**src/rtl/xbar_write_router_if.sv**
```systemverilog
// Write-path bundle between the upstream AXI master, the address decoder,
// the downstream slave ports and the local error responder.
interface xbar_write_router_if #(
    parameter int ID_WIDTH    = 4,
    parameter int slaves      = 2,
    parameter int order_depth = 4
);
    localparam int DEST_W = $clog2(slaves);
    localparam int CNT_W  = $clog2(order_depth) + 1;

    logic                s_awvalid;
    logic                s_awready;
    logic [ID_WIDTH-1:0] s_awid;
    logic                s_aw_hit;
    logic [DEST_W-1:0]   s_aw_dest;
    logic                m_awvalid;
    logic                m_awready;
    logic                s_wvalid;
    logic                s_wready;
    logic                s_wlast;
    logic                m_wvalid;
    logic                m_wready;
    logic [DEST_W-1:0]   w_dest;
    logic                err_bvalid;
    logic                err_bready;
    logic [ID_WIDTH-1:0] err_bid;
    logic [1:0]          err_bresp;
    logic [CNT_W-1:0]    order_count;

    modport slave (
        input  s_awvalid, s_awid, s_aw_hit, s_aw_dest, m_awready,
               s_wvalid, s_wlast, m_wready, err_bready,
        output s_awready, m_awvalid, s_wready, m_wvalid, w_dest,
               err_bvalid, err_bid, err_bresp, order_count
    );

    modport master (
        output s_awvalid, s_awid, s_aw_hit, s_aw_dest, m_awready,
               s_wvalid, s_wlast, m_wready, err_bready,
        input  s_awready, m_awvalid, s_wready, m_wvalid, w_dest,
               err_bvalid, err_bid, err_bresp, order_count
    );
endinterface

```
**src/rtl/xbar_write_router.sv**
```systemverilog
// Crossbar write router: orders W bursts behind accepted AWs, steers them to the
// decoded slave, and sinks unmapped bursts with a local DECERR response.
module xbar_write_router #(
    parameter int ID_WIDTH    = 4,
    parameter int slaves      = 2,
    parameter int order_depth = 4
) (
    input logic                 ACLK,
    input logic                 ARESETn,
    xbar_write_router_if.slave  bus
);
    localparam int DEST_W = $clog2(slaves);
    localparam int PTR_W  = $clog2(order_depth);
    localparam int CNT_W  = PTR_W + 1;

    logic                err_q  [order_depth];
    logic [DEST_W-1:0]   dest_q [order_depth];
    logic [ID_WIDTH-1:0] id_q   [order_depth];

    logic [PTR_W-1:0]    wr_ptr, rd_ptr;
    logic [CNT_W-1:0]    count;
    logic                full, empty, push, pop;
    logic                aw_ready, w_ready, w_valid_m;
    logic [DEST_W-1:0]   w_dest_c;
    logic                head_err;
    logic [DEST_W-1:0]   head_dest;
    logic [ID_WIDTH-1:0] head_id;

    logic                err_bvalid_q;
    logic [ID_WIDTH-1:0] err_bid_q;
    logic [1:0]          err_bresp_q;

    assign full      = (count == CNT_W'(order_depth));
    assign empty     = (count == '0);
    assign head_err  = err_q[rd_ptr];
    assign head_dest = dest_q[rd_ptr];
    assign head_id   = id_q[rd_ptr];

    // Handshake outputs are forced low while reset is held so nothing is
    // accepted or forwarded in the reset window.
    always_comb begin
        aw_ready  = ARESETn & ~full & (~bus.s_aw_hit | bus.m_awready);
        w_ready   = 1'b0;
        w_valid_m = 1'b0;
        w_dest_c  = '0;
        if (!empty) begin
            w_dest_c = head_dest;
            if (ARESETn) begin
                if (!head_err) begin
                    w_valid_m = bus.s_wvalid;
                    w_ready   = bus.m_wready;
                end else begin
                    // Error bursts are swallowed; the last beat waits for the
                    // single response slot to be free.
                    w_ready = bus.s_wlast ? ~err_bvalid_q : 1'b1;
                end
            end
        end
    end

    assign push = bus.s_awvalid & aw_ready;
    assign pop  = bus.s_wvalid & w_ready & bus.s_wlast;

    assign bus.s_awready   = aw_ready;
    assign bus.m_awvalid   = ARESETn & bus.s_awvalid & bus.s_aw_hit & ~full;
    assign bus.s_wready    = w_ready;
    assign bus.m_wvalid    = w_valid_m;
    assign bus.w_dest      = w_dest_c;
    assign bus.err_bvalid  = err_bvalid_q;
    assign bus.err_bid     = err_bid_q;
    assign bus.err_bresp   = err_bresp_q;
    assign bus.order_count = count;

    always_ff @(posedge ACLK) begin
        if (push) begin
            err_q[wr_ptr]  <= ~bus.s_aw_hit;
            dest_q[wr_ptr] <= bus.s_aw_dest;
            id_q[wr_ptr]   <= bus.s_awid;
        end
    end

    always_ff @(posedge ACLK) begin
        if (!ARESETn) begin
            wr_ptr       <= '0;
            rd_ptr       <= '0;
            count        <= '0;
            err_bvalid_q <= 1'b0;
            err_bid_q    <= '0;
            err_bresp_q  <= 2'b00;
        end else begin
            if (push) wr_ptr <= wr_ptr + 1'b1;
            if (pop)  rd_ptr <= rd_ptr + 1'b1;
            case ({push, pop})
                2'b10:   count <= count + 1'b1;
                2'b01:   count <= count - 1'b1;
                default: ;
            endcase
            if (pop && head_err) begin
                err_bvalid_q <= 1'b1;
                err_bid_q    <= head_id;
                err_bresp_q  <= 2'b11;
            end else if (err_bvalid_q && bus.err_bready) begin
                err_bvalid_q <= 1'b0;
            end
        end
    end
endmodule

```
**src/flat_wrapper.sv**
```systemverilog
// flat-port wrapper written by rule: the top's interface ports become plain ports
module xbar_write_router_flat 
#(
    parameter int ID_WIDTH    = 4,
    parameter int slaves      = 2,
    parameter int order_depth = 4
)
  (ACLK, ARESETn, bus_s_awvalid, bus_s_awid, bus_s_aw_hit, bus_s_aw_dest, bus_m_awready, bus_s_wvalid, bus_s_wlast, bus_m_wready, bus_err_bready, bus_s_awready, bus_m_awvalid, bus_s_wready, bus_m_wvalid, bus_w_dest, bus_err_bvalid, bus_err_bid, bus_err_bresp, bus_order_count);
  xbar_write_router_if #(.ID_WIDTH(ID_WIDTH), .slaves(slaves), .order_depth(order_depth)) bus_i ();
  input logic ACLK;
  input logic ARESETn;
  input wire logic [$bits(bus_i.s_awvalid)-1:0] bus_s_awvalid;
  input wire logic [$bits(bus_i.s_awid)-1:0] bus_s_awid;
  input wire logic [$bits(bus_i.s_aw_hit)-1:0] bus_s_aw_hit;
  input wire logic [$bits(bus_i.s_aw_dest)-1:0] bus_s_aw_dest;
  input wire logic [$bits(bus_i.m_awready)-1:0] bus_m_awready;
  input wire logic [$bits(bus_i.s_wvalid)-1:0] bus_s_wvalid;
  input wire logic [$bits(bus_i.s_wlast)-1:0] bus_s_wlast;
  input wire logic [$bits(bus_i.m_wready)-1:0] bus_m_wready;
  input wire logic [$bits(bus_i.err_bready)-1:0] bus_err_bready;
  output wire logic [$bits(bus_i.s_awready)-1:0] bus_s_awready;
  output wire logic [$bits(bus_i.m_awvalid)-1:0] bus_m_awvalid;
  output wire logic [$bits(bus_i.s_wready)-1:0] bus_s_wready;
  output wire logic [$bits(bus_i.m_wvalid)-1:0] bus_m_wvalid;
  output wire logic [$bits(bus_i.w_dest)-1:0] bus_w_dest;
  output wire logic [$bits(bus_i.err_bvalid)-1:0] bus_err_bvalid;
  output wire logic [$bits(bus_i.err_bid)-1:0] bus_err_bid;
  output wire logic [$bits(bus_i.err_bresp)-1:0] bus_err_bresp;
  output wire logic [$bits(bus_i.order_count)-1:0] bus_order_count;
  assign bus_i.s_awvalid = bus_s_awvalid;
  assign bus_i.s_awid = bus_s_awid;
  assign bus_i.s_aw_hit = bus_s_aw_hit;
  assign bus_i.s_aw_dest = bus_s_aw_dest;
  assign bus_i.m_awready = bus_m_awready;
  assign bus_i.s_wvalid = bus_s_wvalid;
  assign bus_i.s_wlast = bus_s_wlast;
  assign bus_i.m_wready = bus_m_wready;
  assign bus_i.err_bready = bus_err_bready;
  assign bus_s_awready = bus_i.s_awready;
  assign bus_m_awvalid = bus_i.m_awvalid;
  assign bus_s_wready = bus_i.s_wready;
  assign bus_m_wvalid = bus_i.m_wvalid;
  assign bus_w_dest = bus_i.w_dest;
  assign bus_err_bvalid = bus_i.err_bvalid;
  assign bus_err_bid = bus_i.err_bid;
  assign bus_err_bresp = bus_i.err_bresp;
  assign bus_order_count = bus_i.order_count;
  xbar_write_router #(.ID_WIDTH(ID_WIDTH), .slaves(slaves), .order_depth(order_depth)) u_core (.ACLK(ACLK), .ARESETn(ARESETn), .bus(bus_i));
endmodule
```
**config.mk**
```make
export PLATFORM = sky130hd
export DESIGN_NAME = xbar_write_router_flat
export DESIGN_NICKNAME = d
export VERILOG_FILES = /design/src/rtl/xbar_write_router_if.sv /design/src/rtl/xbar_write_router.sv /design/src/flat_wrapper.sv
export SDC_FILE = /design/constraint.sdc
export NUM_CORES = 1
export LEC_CHECK = 0
export BUFFER_PORTS_ARGS = -buffer_cell sky130_fd_sc_hd__buf_2
export CORE_ASPECT_RATIO = 1.5
export CORE_UTILIZATION = 50
export DETAILED_ROUTE_END_ITERATION = 6
export PLACE_DENSITY = 0.72
export REMOVE_ABC_BUFFERS = 1
export SYNTH_ARGS = -nofsm -noshare
export SYNTH_HDL_FRONTEND = slang
export SYNTH_SLANG_ARGS = --single-unit
```
**constraint.sdc**
```tcl
create_clock -name ACLK -period 3.05 [get_ports ACLK]
set_input_delay 0.305 -clock ACLK [delete_from_list [all_inputs] [get_ports ACLK]]
set_output_delay 0.305 -clock ACLK [all_outputs]
set_load 0.05 [all_outputs]
```
# Yosys cells after proc, flatten, opt, wreduce, memory -nomap -nowiden

Memory sizes are Yosys's and may differ from the RTL's. A register that Yosys moved wholly into a read port is not among the register bits.
Index checks and enable logic that the tools add are counted.

Add/subtract/negate cells: 4
Eq/ne operators: 3
Multiplexer cells: 17
Bitwise gates (word level): 12
Reduce and logical (&&, ||, !) cells: 6

Operators with widths:

| operator                                                               | count |
|---|---|
| 1-bit 2-to-1 mux                                                       | 12 |
| 1-bit bitwise AND                                                      | 8 |
| 2-bit 2-to-1 mux                                                       | 4 |
| 3-bit one-hot mux with 2 select lines                                  | 1 |
| 2-bit by 1-bit adder with 2-bit output (second input constant)         | 2 |
| 2-bit nonzero test                                                     | 2 |
| 3-bit by 1-bit adder with 3-bit output (second input constant)         | 1 |
| 3-bit equality test (second input constant)                            | 1 |
| 3-bit logical NOT                                                      | 1 |
| 1-bit inverter                                                         | 3 |
| 3-bit by 1-bit subtractor with 3-bit output (second input constant)    | 1 |
| 2-bit by 1-bit equality test with 1-bit output (second input constant) | 1 |
| 2-bit equality test (second input constant)                            | 1 |
| 1-bit logical AND                                                      | 2 |
| 1-bit logical NOT                                                      | 1 |
| 1-bit bitwise OR                                                       | 1 |

Flip-flop bits (word level): 9
Memory bits (writable): 24
Word-level logic and storage cells: 50
Memories kept: 3

Memories:

| name          | depth | bits a word | read ports | clocked after memory_dff | write ports | line                    | source |
|---|---|---|---|---|---|---|---|
| u_core.id_q   | 4     | 4           | 1          | 1                        | 1           | xbar_write_router.sv:18 | `logic [ID_WIDTH-1:0] id_q [order_depth];` |
| u_core.dest_q | 4     | 1           | 1          | 1                        | 1           | xbar_write_router.sv:17 | `logic [DEST_W-1:0] dest_q [order_depth];` |
| u_core.err_q  | 4     | 1           | 1          | 1                        | 1           | xbar_write_router.sv:16 | `logic err_q [order_depth];` |

# Longest topological paths before layout

Depth in word-level cells: 9
Depth in mapped cells: 10

# Worst setup path after synthesis

Ideal clock, no wire load.

Kind: reg-to-reg
Start point: reg u_core.count[2], in the netlist u_core.bus.order_count[2]
End point: reg u_core.count[2], in the netlist u_core.bus.order_count[2]
Setup time: 0.076 ns
Arrival: 2.650 ns
Path slack: 0.324 ns
Stages on the path, launching flop included: 11
Clock period less this slack: 2.726 ns
Path through: dfxtp_1 -> or3b_1 -> and4_1 -> clkbuf_1 -> inv_1 -> ha_1 -> inv_1 -> fa_1 -> xor2_1 -> or3_1 -> a21boi_0

Word-level cells in the longest chain between the ends: 7
Elaborated cells between the ends (all ways): 15
Those cells by class: add/sub (2); eq/ne (3); mux (2); bitwise (6); reduce/logical (2)

Ends and longest elaborated chain:

| what                                                                                  | line                    | source |
|---|---|---|
| start, declared                                                                       | xbar_write_router.sv:21 | `logic [CNT_W-1:0] count;` |
| start signal, assigned                                                                | xbar_write_router.sv:94 | `2'b10: count <= count + 1'b1;` |
| start signal, assigned                                                                | xbar_write_router.sv:95 | `2'b01: count <= count - 1'b1;` |
| 3-bit equality test                                                                   | xbar_write_router.sv:33 | `assign full = (count == CNT_W'(order_depth));` |
| 1-bit inverter                                                                        | xbar_write_router.sv:42 | `aw_ready = ARESETn & ~full & (~bus.s_aw_hit \| bus.m_awready);` |
| 1-bit bitwise AND (2 in a row)                                                        | xbar_write_router.sv:42 |  |
| 1-bit bitwise AND                                                                     | xbar_write_router.sv:61 | `assign push = bus.s_awvalid & aw_ready;` |
| 2-bit by 1-bit equality test with 1-bit output or 2-bit equality test (tied branches) | xbar_write_router.sv:93 | `case ({push, pop})` |
| 3-bit one-hot mux with 2 select lines or 2-bit nonzero test (tied branches)           | --                      |  |

Parallel ways exist; a longest one is shown, timed or not.
A chain may end at the register's enable or synchronous reset.

==> flow_summary_export.csv <==
group,metric,value,unit
setup_path,ff2ff_setup_slack,0.36,ns
sta,tightestPinTransition,0.4033,ns
clock_tree,h-tree-depth,2,
clock_tree,cts.sinks,39,
sta,hold_viol_final,0,
synth,yosys-top-cells-area,"edfxtp_1 43%, dfxtp_1 18%, mux4_2 6.8%, ha_1 3.8%, and2_1 3.0%",
floorplanning,core.rowCount,25,
global_routing,grt_pass1_vias,1015,
min_path,min_to,"u_core.id_q[2][3]$_DFFE_PP_",
sta,totalNegativeSetupSlack,0,ns
setup_path,crit_type,"reg2reg",
pwr,power,1019,uW
outcome,status,"completed",
detailed_routing,ant_nets,0,
pwr,p_leak,0.0007450,uW
final_layout,n_antenna_cell,0,
clock_tree,clock-root-buffer,"clkbuf_8",
synth,synth_top_cells_by_count,"24 x edfxtp_1, 15 x dfxtp_1, 10 x inv_1, 8 x and2_1, 7 x o21ai_0",
synth,synth-main-ff-cell,"edfxtp_1",
clock_tree,cts_resized,0,
synth,synth_most_common_cell,"edfxtp_1",
floorplanning,core,3159,um2
min_path,hold_depth,1,
sta,fin_worst_skew,0.005902,ns
floorplanning,dieArea,3562,um2
setup_path,r2r-end,"u_core.bus.order_count[2]$_SDFFE_PN0P_",
detailed_routing,wirelength,2722,um
pwr,power_density,528.8,nW/um2
floorplanning,die_h,72.60,um
setup_path,cp.arrival,2.90,ns
synth,synth-seq-cells,39,
detailed_routing,wl_per_cell,14.33,um
setup_path,cp.required,3.26,ns
synth,async_reset_ff_share,0,%
clock_tree,clkTransAtPathRegs,0.07,ns
synth,synth_area_leader_cell,"edfxtp_1",
clock_tree,cts_tree,"built",
synth,avgSynthCellArea,14.08,um2
synth,yosys_warnings,0,
synth,synth_area,1662,um2
sta,rsz0062_at_grt,"false",
final_layout,fin_nets,169,
final_layout,n_fill_cell,268,
detailed_routing,drc,0,
global_routing,grt_pass1_wl,4464,um
pwr,peakVddDrop,0.0004438,V
detailed_routing,via_per_inst,5.311,
detailed_routing,drtIter0Drc,20,
setup_path,cp-start-kind,"register",
setup_path,critical_path_peak_fanout,5,
setup_path,endpoint_kind,"register",
detailed_routing,via_count,1009,
synth,synth_cell_types,34,
final_layout,area_growth,15.96,%
placement,io_buffers,28,
floorplanning,die_w,49.07,um
clock_tree,cts_max_path_buffers,2,
global_routing,grt_overflow,0,
synth,synth_edf_count,24,
min_path,hold_class,"in2reg",
global_routing,grt_max_degree,20,
sta,min_period_over_period,88.06,%
synth,ys_seq_area_share,61.45,%
min_path,hp-start,"bus_s_awid[3]",
final_layout,multi_input_area,579.3,um2
synth,yosysTopAreaCellShare,43.37,%
synth,syn_inst,118,
clock_tree,cts_made_buffers,5,
placement,dp_hpwl,2043,um
floorplanning,io_pins,29,
run,maxCapViolCount,0,
sta,max_clock_freq,372.3,MHz
global_routing,grt_usage,17.61,%
clock_tree,postCtsSetupBuffers,0,
global_routing,antenna_found_initial,0,
sta,fin_crit,2.686,ns
final_layout,seqCellArea,1021,um2
final_layout,drive_above_1_share,29.33,%
sta,maxSlewHeadroom,73.08,%
clock_tree,cts_hold_buf,0,
sta,finalMaxSlewViolations,0,
detailed_routing,drt-pass1-iter-count,4,
setup_path,r2r_cells,9,
sta,final-setup-viol-count,0,
floorplanning,initial_utilization,52.59,%
placement,gp_congestion,0.6938,
clock_tree,worstSkewPairLatency,0.29,ns
-- metal layers --
layer	GRT usage, %	wire, um
met1	18.28	1062
met4	9.804	44
met5	0	0
met3	5.208	114
met2	31.35	1500
-- state kept, by name, summed over array words and instances, names as in the netlist, named ones only --
signal and cells:
u_core.id_q 16, u_core.bus.err_bid 4, u_core.dest_q 4, u_core.err_q 4
u_core.bus.order_count 3, u_core.rd_ptr 2, u_core.wr_ptr 2, u_core.bus.err_bresp 1
u_core.bus.err_bvalid 1
-- power by group --
| part | total, uW | switching, uW | internal, uW |
|---|---|---|---|
| combinational | 89.6 | 56.0 | 33.6 |
| sequential | 579 | 8.65 | 570 |
| clock | 351 | 169 | 182 |
-- cells by family after synthesis --
| family | after synthesis | synth area share [%] |
|---|---|---|
| buffers and inverters | 15 | 3.690 |
| AO/OA/AOI/OAI | 15 | 6.024 |
| AND/OR/NAND/NOR | 30 | 10.77 |
| XOR/XNOR | 3 | 1.582 |
| multiplexers | 10 | 11.52 |
| adder cells (fa/ha/maj) | 6 | 4.970 |
| flip-flops | 39 | 61.45 |
-- critical path, stage by stage (launching register included) --
cell      delay (ns)
dfxtp_1         0.36
mux4_2          0.60
mux2i_4         0.23
nor2_2          0.16
ha_1            0.21
inv_1           0.06
fa_1            0.37
xor2_1          0.15
or3_1           0.30
a21boi_0        0.16
-- how the worst max path moves through the flow --
stage | startpoint | to | slack (ns) | cells after the start
2_1_floorplan | u_core.bus.order_count[2]$_SDFFE_PN0P_ | u_core.bus.order_count[2]$_SDFFE_PN0P_ | 0.41 | 9
3_3_place_gp | register | u_core.bus.order_count[2]$_SDFFE_PN0P_ | 0.42 | 9
3_5_place_dp | register | u_core.bus.order_count[2]$_SDFFE_PN0P_ | 0.35 | 9
4_1_cts | register | u_core.bus.order_count[2]$_SDFFE_PN0P_ | 0.34 | 9
5_1_grt | register | u_core.bus.order_count[2]$_SDFFE_PN0P_ | 0.15 | 9
6_report | register | u_core.bus.order_count[2]$_SDFFE_PN0P_ | 0.36 | 9
-- final cells by class --
class / count / area share [%]
multi-input cells: 64 / 30.06
clock buffers: 7 / 4.481
flip-flops and latches: 39 / 52.99
well taps: 40 / 2.597
repair buffers: 29 / 7.662
clock inverters: 1 / 0.2597
inverters: 10 / 1.948
-- stage by stage --
step                util (%)  std cells  hold slack [ns]  setup slack, ns  instance area, um2
global placement       58.10        182           0.4505           0.4226                1836
CTS                    60.99        190           0.2234           0.3368                1927
global route           60.99        190           0.2262           0.1475                1927
floorplan                  -        113           0.4039           0.4051                1638
finish                 60.99        190           0.2338           0.3641                1927
detailed placement     58.10        182           0.4628           0.3525                1836
-- cells in the final DEF, fill, tap and decap left out, types with 2 or more instances in the layout --
cell       n
and4_1     2
inv_1     10
xnor2_1    2
a21boi_0   2
nand2_1    6
ha_1       5
clkbuf_8   6
mux2i_1    3
buf_2     28
nand3_1    5
edfxtp_1  24
o31ai_1    2
mux4_2     5
and2_1     8
dfxtp_1   15
o21ai_0    7
Note: power is estimated with default switching activity, not from simulation.
